## src/rtl/dot_frame_buffer.sv

```systemverilog
// rtl/dot_frame_buffer.sv - double-buffered 8x8 pixel store with tear-free swap and rotate-scroll
module dot_frame_buffer #(
    parameter int SCROLL_FRAMES = 16
) (
    input  logic       clk,
    input  logic       reset,
    input  logic       wr_en,
    input  logic [2:0] wr_addr,
    input  logic [7:0] wr_data,
    input  logic       commit,
    output logic       commit_pending,
    input  logic [2:0] rd_addr,
    output logic [7:0] rd_data,
    input  logic       frame_end,
    input  logic       scroll_en,
    output logic [2:0] scroll_offset
);

    localparam logic [7:0] CNT_LAST = 8'(SCROLL_FRAMES - 1);

    logic [7:0] buf0 [8];
    logic [7:0] buf1 [8];
    logic       front_sel;
    logic [7:0] frame_cnt;
    logic [7:0] front_row;
    logic       swap;

    function automatic logic [7:0] rotl(input logic [7:0] row, input logic [2:0] k);
        logic [15:0] dbl;
        dbl = {row, row} << k;
        return dbl[15:8];
    endfunction

    assign front_row = front_sel ? buf1[rd_addr] : buf0[rd_addr];
    assign swap      = frame_end && commit_pending;

    always_ff @(posedge clk) begin
        if (!reset) begin
            for (int i = 0; i < 8; i++) begin
                buf0[i] <= 8'h00;
                buf1[i] <= 8'h00;
            end
            front_sel      <= 1'b0;
            commit_pending <= 1'b0;
            scroll_offset  <= 3'd0;
            frame_cnt      <= 8'd0;
            rd_data        <= 8'h00;
        end else begin
            // Back buffer is chosen by the pre-edge front_sel, so a write in
            // the swap cycle shows up on the new front immediately.
            if (wr_en) begin
                if (front_sel)
                    buf0[wr_addr] <= wr_data;
                else
                    buf1[wr_addr] <= wr_data;
            end

            rd_data <= rotl(front_row, scroll_offset);

            if (swap) begin
                front_sel      <= ~front_sel;
                commit_pending <= commit;
                scroll_offset  <= 3'd0;
                frame_cnt      <= 8'd0;
            end else begin
                if (commit)
                    commit_pending <= 1'b1;
                if (!scroll_en) begin
                    frame_cnt <= 8'd0;
                end else if (frame_end) begin
                    if (frame_cnt == CNT_LAST) begin
                        frame_cnt     <= 8'd0;
                        scroll_offset <= scroll_offset + 3'd1;
                    end else begin
                        frame_cnt <= frame_cnt + 8'd1;
                    end
                end
            end
        end
    end

endmodule
```

## config.mk

```make
export PLATFORM = sky130hd
export DESIGN_NAME = dot_frame_buffer
export DESIGN_NICKNAME = d
export VERILOG_FILES = /design/src/rtl/dot_frame_buffer.sv
export SDC_FILE = /design/constraint.sdc
export NUM_CORES = 1
export LEC_CHECK = 0
export ABC_CLOCK_PERIOD_IN_PS = 3800
export CORE_ASPECT_RATIO = 1.25
export CORE_MARGIN = 2
export CORE_UTILIZATION = 53
export CTS_BUF_LIST = sky130_fd_sc_hd__clkbuf_8
export CTS_CLUSTER_DIAMETER = 40
export CTS_CLUSTER_SIZE = 24
export DETAILED_ROUTE_END_ITERATION = 12
export MAX_ROUTING_LAYER = met4
export PLACE_DENSITY_LB_ADDON = 0.15
export SLEW_MARGIN = 0
export SYNTH_ARGS = -nofsm -noshare
export SYNTH_HDL_FRONTEND = slang
export SYNTH_SLANG_ARGS = --single-unit
```

## constraint.sdc

```tcl
create_clock -name clk -period 3.8 [get_ports clk]
set_input_delay 0.76 -clock clk [delete_from_list [all_inputs] [get_ports clk]]
set_output_delay 0.76 -clock clk [all_outputs]
set_load 0.02 [all_outputs]
```

# == Word level (Yosys, flattened, before mapping) ==
# Memory sizes are Yosys's and may differ from the RTL's.
# Cells that the tools add are included.
# op_classes
add_sub_neg,2
n_eq_ne,1
n_shift,1
n_mux,19
bitwise,3
reduce_logical,7
# ops
op,count
8-bit two-way mux,4
8-bit OR reduction,2
16-bit by 3-bit << shifter with 16-bit output,1
1-bit two-way mux,13
"8-bit by 1-bit adder with 8-bit output, second input constant",1
"8-bit by 4-bit equality test with 1-bit output, second input constant",1
3-bit two-way mux,2
"3-bit by 1-bit adder with 3-bit output, second input constant",1
1-bit inverter,3
3-bit AND reduction,1
3-bit OR reduction,1
2-bit nonzero test,1
2-bit OR reduction,1
1-bit logical AND,1
# totals
register_bits,21
ram_bits,128
memories,2
# mem_list
name,depth,width,rd,rd_clocked_by_memory_dff,write_ports,line,rtl
buf0,8,8,1,0,8,21,logic [7:0] buf0 [8];
buf1,8,8,1,0,8,22,logic [7:0] buf1 [8];

# == Depth between registers and ports, before layout ==
# Gate-level depths: netlist (run 1).
# depth
depth_word,6
depth_mapped,8

# == Least setup slack after synthesis (run 1) ==
# OpenSTA, ideal clock, no wires.
# synth_path
path_kind,in2reg
startpoint,in reset
endpoint,mem buf1[5][0] (enable)
setup_ns,0.384
arrival_time_ns,1.915
required_time_ns,3.416
path_slack_ns,1.501
stages,4
cell_sequence,nand2_1 or3_1 clkbuf_1 o21ai_0
# synth_rtl
element,line,rtl
from (decl),6,"input logic reset,"
to (decl),22,

# == Worst setup path in the final report (run 1) ==
# layout_path
startpoint,in rd_addr[0]
endpoint,reg rd_data[2]
# layout_between
elab_chain_cells,3
elab_cells_between_ends,4
# layout_rtl
element,line,rtl
from (decl),12,"input logic [2:0] rd_addr,"
memory 8 x 8 bit (on tied branches),--,
8-bit two-way mux (*),34,assign front_row = front_sel ? buf1[rd_addr] : buf0[rd_addr];
16-bit by 3-bit << shifter with 16-bit output (*),30,"dbl = {row, row} << k;"
to (signal assigned),58,"rd_data <= rotl(front_row, scroll_offset);"
to (decl),13,"output logic [7:0] rd_data,"
# Mark *: on every way between the ends. The rest lies on a longest branch, timed or not.
# A chain may end at the register's enable or synchronous reset.

==> results of run 1 <==
## logic make-up (layout without fill, tap and decap cells)
kind of cell,Yosys count,count (layout),share of synthesized area [%]
simple gates,223,223,18.5
flops,149,149,59.6
compound gates,100,100,8.50
mux,64,64,8.95
buf+inv,36,85,3.13
xor+xnor,8,8,0.979
fa+ha+maj,2,2,0.350
## power by group through the flow
| stage | Sequential, W | Combinational (W) | Clock [W] |
|---|---|---|---|
| after floorplan | 0.00190 | 0.000195 | 0 |
| after global placement | 0.00189 | 0.000325 | 0 |
| after detailed placement | 0.00189 | 0.000330 | 0 |
| after CTS | 0.00186 | 0.000331 | 0.00122 |
| after global routing | 0.00186 | 0.000357 | 0.00129 |
| final | 0.00186 | 0.000331 | 0.00121 |
## worst max-delay path, stage by stage
cell	delay, ns
clkdlybuf4s50_1	0.54
nor2b_1	0.85
a22oi_1	0.30
a21oi_1	0.26
nor4_2	0.10
o21ai_0	0.19
nor3_1	0.08
## synth_stat cells, drive strengths merged (3+ instances only)
| library cell | n | area [sq um] |
|---|---|---|
| edfxtp | 128 | 3840 |
| and2 | 130 | 813 |
| mux2i | 64 | 641 |
| nand3 | 3 | 15.0 |
| clkbuf | 20 | 75.1 |
| xor2 | 5 | 43.8 |
| buf | 15 | 145 |
| nor3 | 20 | 100 |
| nand2 | 14 | 52.6 |
| xnor2 | 3 | 26.3 |
| nor2b | 3 | 18.8 |
| o21ai | 21 | 105 |
| a22oi | 32 | 250 |
| nand2b | 11 | 68.8 |
| nor4 | 8 | 100 |
| o22ai | 8 | 50.1 |
| nand4 | 3 | 18.8 |
| a21oi | 37 | 185 |
| dfxtp | 21 | 420 |
| nor2 | 25 | 93.8 |
## cell type report
type	instances	share of cell area [%]
multi-input cells	397	33.3
clock inverters	13	1.61
clock buffers	19	3.26
flip-flops and latches	149	53.2
well taps	171	2.67
inverters	1	0.0468
repair buffers	52	5.96
## metrics by stage
stage               util (%)  total power (W)  hold WS [ns]  instance area (sq um)  instances
floorplan                  -          0.00209         0.457                   7150        582
global placement        57.6          0.00222         0.474                   7630        770
detailed placement      57.6          0.00222         0.512                   7630        770
CTS                     60.6          0.00341         0.524                   8020        802
global route            60.6          0.00351         0.559                   8020        802
finish                  60.6          0.00340         0.522                   8020        802
## registers in the layout, summed over array words and instances (netlist names)
| register | flops |
|---|---|
| frame_cnt | 8 |
| commit_pending | 1 |
| buf1 | 64 |
| rd_data | 8 |
| scroll_offset | 3 |
| front_sel | 1 |
| buf0 | 64 |
## metal layers
layer | wire length [um] | up-vias | part of all wire, %
met1 | 6790 | 2234 | 42
met3 | 722 | 43 | 4.4
li1 | - | 2206 | -
met2 | 8120 | 124 | 50
met5 | 0 | - | 0
met4 | 644 | 0 | 4.0
## worst max path at each step
stage / startpoint / to / depth (start not counted)
final: rd_addr[0] / rd_data[2]$_SDFF_PN0_ / 7
after global routing: rd_addr[0] / rd_data[3]$_SDFF_PN0_ / 7
after CTS: rd_addr[0] / rd_data[0]$_SDFF_PN0_ / 8
after detailed placement: rd_addr[0] / rd_data[0]$_SDFF_PN0_ / 8
after global placement: rd_addr[2] / rd_data[4]$_SDFF_PN0_ / 8
after floorplan: reset / buf1[5][0]$_SDFFCE_PN0P_ / 4
==> summary.txt, run 1 <==
Global routing
  – Met3 Use GR: 4.18%
  – Initial antenna violation count: 0
  – Met1 Resource Use GR: 30.7%
  – Largest net degree at the start of global routing: 30
  – Grt ovf: 0
  – Overall Global Routing Usage: 24.5%
  – First-pass GRT wire length: 25.4 mm
  – M2 GR Usage: 39.6%
  – Vias in the first global route: 4583
  – Most Used Layer, Global Route: met2

Yosys
  – Yosys Warn Count: 0
  – Syn avg cell area: 12.3 sq um
  – Async SR Flop Fraction: 0%
  – Register area share after synthesis: 59.6%
  – Number of synthesized register bits: 149
  – Post-synth EDFFs: 128
  – Post-synthesis instance area: 7150 sq um
  – Cell count after synthesis: 582
  – Post-synth cell types: 35
  – Commonest register cell after synthesis: edfxtp_1
  – Syn nets: 604

Routing
  – # DRC: 0
  – Vias: 4607
  – Routed len/inst: 20.3 um
  – Detailed Route WL: 16.3 mm
  – Post-route ant nets: 0
  – First-pass iteration count of the detailed router: 5
  – Drt initial violations: 267
  – Vias per cell: 5.74

Power and ir drop
  – Switching share of power: 24.3%
  – P_int: 0.00257 W
  – VDD IR max: 213 uV
  – Combinational fraction of design power: 9.7%
  – Reg power frac: 54.6%
  – Lkg Pwr: 3.05 nW
  – Clock power frac: 35.7%
  – PwrDens: 424 nW/um^2
  – Net Switching: 0.000825 W

STA
  – Clock skew: 0.0148 ns
  – Max-slew violation count: 0
  – Final hold vios: 0
  – Setup TNS: 0 ns
  – Final setup vio count: 0
  – Final Cycle Share: 72.9%
  – Setup WS post-layout: 1.03 ns
  – Rel. slew slack: 30.4%
  – Unrepaired setup endpoints after global routing: false
  – Least-Margin Pin Slew: 1.04 ns
  – Max Fclk: 361 MHz
  – Min cycle time layout: 2.77 ns

CTS
  – Hold buffers post-CTS: 0
  – Worst-case clock buffer depth: 2
  – CTS sink cnt: 149
  – CTS Buf Count: 17
  – Clock-pin transition on the worst setup and hold timing paths: 0.08 ns
  – Root Driver: clkbuf_8
  – CTS HTree Levels: 4
  – CTS tree: built
  – Clock latency on the worst-skew pair: 0.43 ns
  – Post-CTS sizing: 0
  – Setup Fix Bufs, Post-CTS: 0

Worst setup path
  – Reg-to-reg setup timing slack: 1.57 ns
  – R2R cell count: 4
  – Startpoint Class: primary input
  – Arrival time worst endpoint: 3.09 ns
  – Worst setup EP type: flip-flop
  – Peak fanout along the critical path: 16
  – RR Endpoint: buf0[2][1]$_SDFFCE_PN0P_
  – FF-to-FF Start: front_sel$_SDFFE_PN0P_
  – CP Data Required Time: 4.12 ns
  – CP Class: in2reg

Floorplanning
  – Area of the core: 13200 sq um
  – Die ar.: 14500 sq um
  – # rows: 47
  – DIE HEIGHT: 134 um
  – Die width: 108 um
  – Starting Density: 54.1%
  – Ports: 32

Min path
  – Hold endpoint: frame_cnt[1]$_SDFFE_PP0P_
  – Hold Path Depth: 2
  – Min-delay src: frame_cnt[1]$_SDFFE_PP0P_
  – HP Class: reg2reg

Run
  – MaxCap Viol Count: 0

Cells and area
  – Share of layout cells above drive strength 1: 10.1%
  – Fillers: 1085
  – Seq. cell area: 4260 sq um
  – Number of nets in the layout: 640
  – Antenna diode count: 0
  – Multi-input gate area: 2670 sq um
  – Most common cell after layout, fill and taps aside: and2_1
  – Most frequent cells in the layout: and2_1, edfxtp_1, mux2i_1, a21oi_1
  – Area grow syn2layout: 12.0%

Place
  – Port Buffers: 31
  – DP Worst Slack: 0.636 ns
  – Global placer's final weighted congestion: 1.03
  – Placed wire-length estimate: 11.3 mm

Outcome
  – Status: finished clean
(Power assumes the default switching activity.)
==> run 2: changes to the inputs <==
--- a/config.mk
+++ b/config.mk
@@ -5,7 +5,7 @@
 export SDC_FILE = /design/constraint.sdc
 export NUM_CORES = 1
 export LEC_CHECK = 0
-export ABC_CLOCK_PERIOD_IN_PS = 3800
+export ABC_CLOCK_PERIOD_IN_PS = 2300
 export CORE_ASPECT_RATIO = 1.25
 export CORE_MARGIN = 2
 export CORE_UTILIZATION = 53
==> constraint.sdc (replaced) <==
create_clock -name clk -period 2.3 [get_ports clk]
set_input_delay 0.46 -clock clk [delete_from_list [all_inputs] [get_ports clk]]
set_output_delay 0.46 -clock clk [all_outputs]
set_load 0.02 [all_outputs]
==> run 2 against run 1 <==
Compared with the run above:
- register-to-register slack worse by 1.2 ns
- non-clock buffer count is 36 higher
- critical path depth increased by 3
- worst hold slack got worse by 0.024 ns
- utilization rose by 3.0 points
- wire length grew 2.1%
- flip-flop and latch count unchanged
- critical endpoint is now rd_data[4]$_SDFF_PN0_
==> summary.txt, run 2 (same netlist as run 1, synthesis figures left out) <==
Global routing
  – Most Used Layer, Global Route: met2
  – Largest net degree at the start of global routing: 30 (unchanged)
  – First-pass GRT wire length: 25.9 mm (+2.0%)
  – Initial antenna violation count: 0 (unchanged)
  – Grt ovf: 0 (unchanged)
  – Vias in the first global route: 4805 (+4.8%)
  – Overall Global Routing Usage: 25.3% (+0.79 points)
  – M2 GR Usage: 43.2% (+3.6 points)
  – Met3 Use GR: 4.37% (+0.19 points)
  – Met1 Resource Use GR: 29.0% (-1.6 points)

STA
  – Final hold vios: 0 (unchanged)
  – Max-slew violation count: 0 (unchanged)
  – Max Fclk: 449 MHz
  – Hold_ws: 0.499 ns (-0.0239 ns)
  – Clock skew: 0.0101 ns (-0.00476 ns)
  – Least-Margin Pin Slew: 0.698 ns (-0.344 ns)
  – Final Cycle Share: 96.8%
  – Rel. slew slack: 53.3% (+23 points)
  – Final setup vio count: 0 (unchanged)
  – Min cycle time layout: 2.23 ns

Floorplanning
  – DIE HEIGHT: 134 um (unchanged)
  – Die ar.: 14500 sq um (unchanged)
  – Starting Density: 54.1% (unchanged)
  – Area of the core: 13200 sq um (unchanged)
  – Die width: 108 um (unchanged)
  – Ports: 32 (unchanged)
  – # rows: 47 (unchanged)

Cells and area
  – Fin cells: 838 (+4.5%)
  – Antenna diode count: 0 (unchanged)
  – Number of nets in the layout: 676 (+5.6%)
  – Design Area, Final: 8420 sq um (+5.0%)
  – Area grow syn2layout: 17.6%
  – Post-layout util: 63.6% (+3.0 points)
  – Most common cell after layout, fill and taps aside: and2_1
  – Most frequent cells in the layout: and2_1, edfxtp_1, mux2i_1, buf_4, a21oi_1
  – Top flop regs: buf0: 64 flops, buf1: 64 flops
  – Share of layout cells above drive strength 1: 15.3% (+5.1 points)

Power and ir drop
  – Lkg Pwr: 3.25 nW (+6.6%)
  – VDD IR max: 406 uV (+90%)
  – PwrDens: 683 nW/um^2 (+61%)

CTS
  – Clock latency on the worst-skew pair: 0.45 ns (+0.02 ns)
  – Worst-case clock buffer depth: 2 (unchanged)
  – Hold buffers post-CTS: 0 (unchanged)
  – Root Driver: clkbuf_8
  – CTS sink cnt: 149 (unchanged)
  – CTS tree: built
  – Setup Fix Bufs, Post-CTS: 0 (unchanged)
  – Clock-pin transition on the worst setup and hold timing paths: 0.08 ns (about the same)
  – Post-CTS sizing: 0 (unchanged)
  – CTS HTree Levels: 4 (unchanged)
  – CTS Buf Count: 17 (unchanged)

Routing
  – # DRC: 0 (unchanged)
  – Routed len/inst: 19.8 um (-2.3%)
  – Post-route ant nets: 0 (unchanged)
  – First-pass iteration count of the detailed router: 5 (unchanged)
  – Detailed Route WL: 16.6 mm (+2.1%)
  – Drt initial violations: 286 (+7.1%)
  – Vias per cell: 5.71 (-0.64%)
  – Vias: 4783 (+3.8%)

Worst setup path
  – CP Class: in2reg
  – CP Data Required Time: 2.65 ns (-1.47 ns)
  – Worst setup EP type: flip-flop
  – Peak fanout along the critical path: 15 (-1)
  – Startpoint Class: primary input
  – Arrival time worst endpoint: 2.58 ns (-0.51 ns)

Min path
  – HP Class: reg2reg

Place
  – Global placer's final weighted congestion: 0.929 (-9.8%)
  – Placed cell count: 806 (+4.7%)
  – Placed wire-length estimate: 11.7 mm (+3.8%)
  – Port Buffers: 31 (unchanged)
  – Area after detailed placement: 7980 sq um (+4.7%)

Outcome
  – Status: finished clean

Run
  – MaxCap Viol Count: 0 (unchanged)
## run 2: cell types whose count changed in the layout (fill, tap and decap cells not counted), moves of 3 or more
cell	before	now
a22oi_1	30	26
a22oi_2	2	6
buf_12	1	8
buf_4	21	50
clkinv_2	4	1
clkinvlp_4	0	3
inv_1	2	5
inv_4	3	0
## run 2: layout make-up
class | count | area, sq um
clock buffer | 17 | 234
clock inverter | 15 | 168
fill | 1037 | 4810
inverter | 1 | 3.75
multi-input combinational | 397 | 2700
sequential | 149 | 4260
tap | 171 | 214
timing repair buffer | 88 | 836
## run 2: path summary, 6_finish.rpt
| check | to | startpoint | depth (start not counted) | slack (ns) |
|---|---|---|---|---|
| hold reg to reg | frame_cnt[1]$_SDFFE_PP0P_ | frame_cnt[1]$_SDFFE_PP0P_ | 2 | 0.50 |
| setup reg to reg | rd_data[4]$_SDFF_PN0_ | front_sel$_SDFFE_PN0P_ | 6 | 0.40 |
| hold / removal | frame_cnt[1]$_SDFFE_PP0P_ | frame_cnt[1]$_SDFFE_PP0P_ | 2 | 0.50 |
| setup / recovery | rd_data[4]$_SDFF_PN0_ | rd_addr[0] | 10 | 0.07 |
## run 2: metal layers
metal	vias to the layer above	part of all wire, %
li1	2273	-
met1	2335	39
met5	-	0
met3	27	4.5
met4	0	3.3
met2	148	53
## run 2: report_power, final
group	switching (W)	internal, W
combinational	0.000368	0.000274
clock	0.000984	0.00106
sequential	0.0000335	0.00303
## run 2: critical path: stages
cell and delay [ns]:
clkdlybuf4s50_1 0.43, buf_4 0.15, nor2b_1 0.16, buf_12 0.16, a22oi_1 0.29, a21oi_1 0.13, nor4_2 0.30, buf_4 0.18
o22ai_1 0.09, nor3_1 0.22
## run 2: stage by stage
step	setup WS [ns]	TNS [ns]	power [W]
3_5_place_dp	-0.400	-2.92	0.00376
3_3_place_gp	-0.345	-2.34	0.00374
2_1_floorplan	0.301	0	0.00346
4_1_cts	0.0688	0	0.00577
5_1_grt	-0.00921	-0.0137	0.00594
6_report	0.0732	0	0.00575
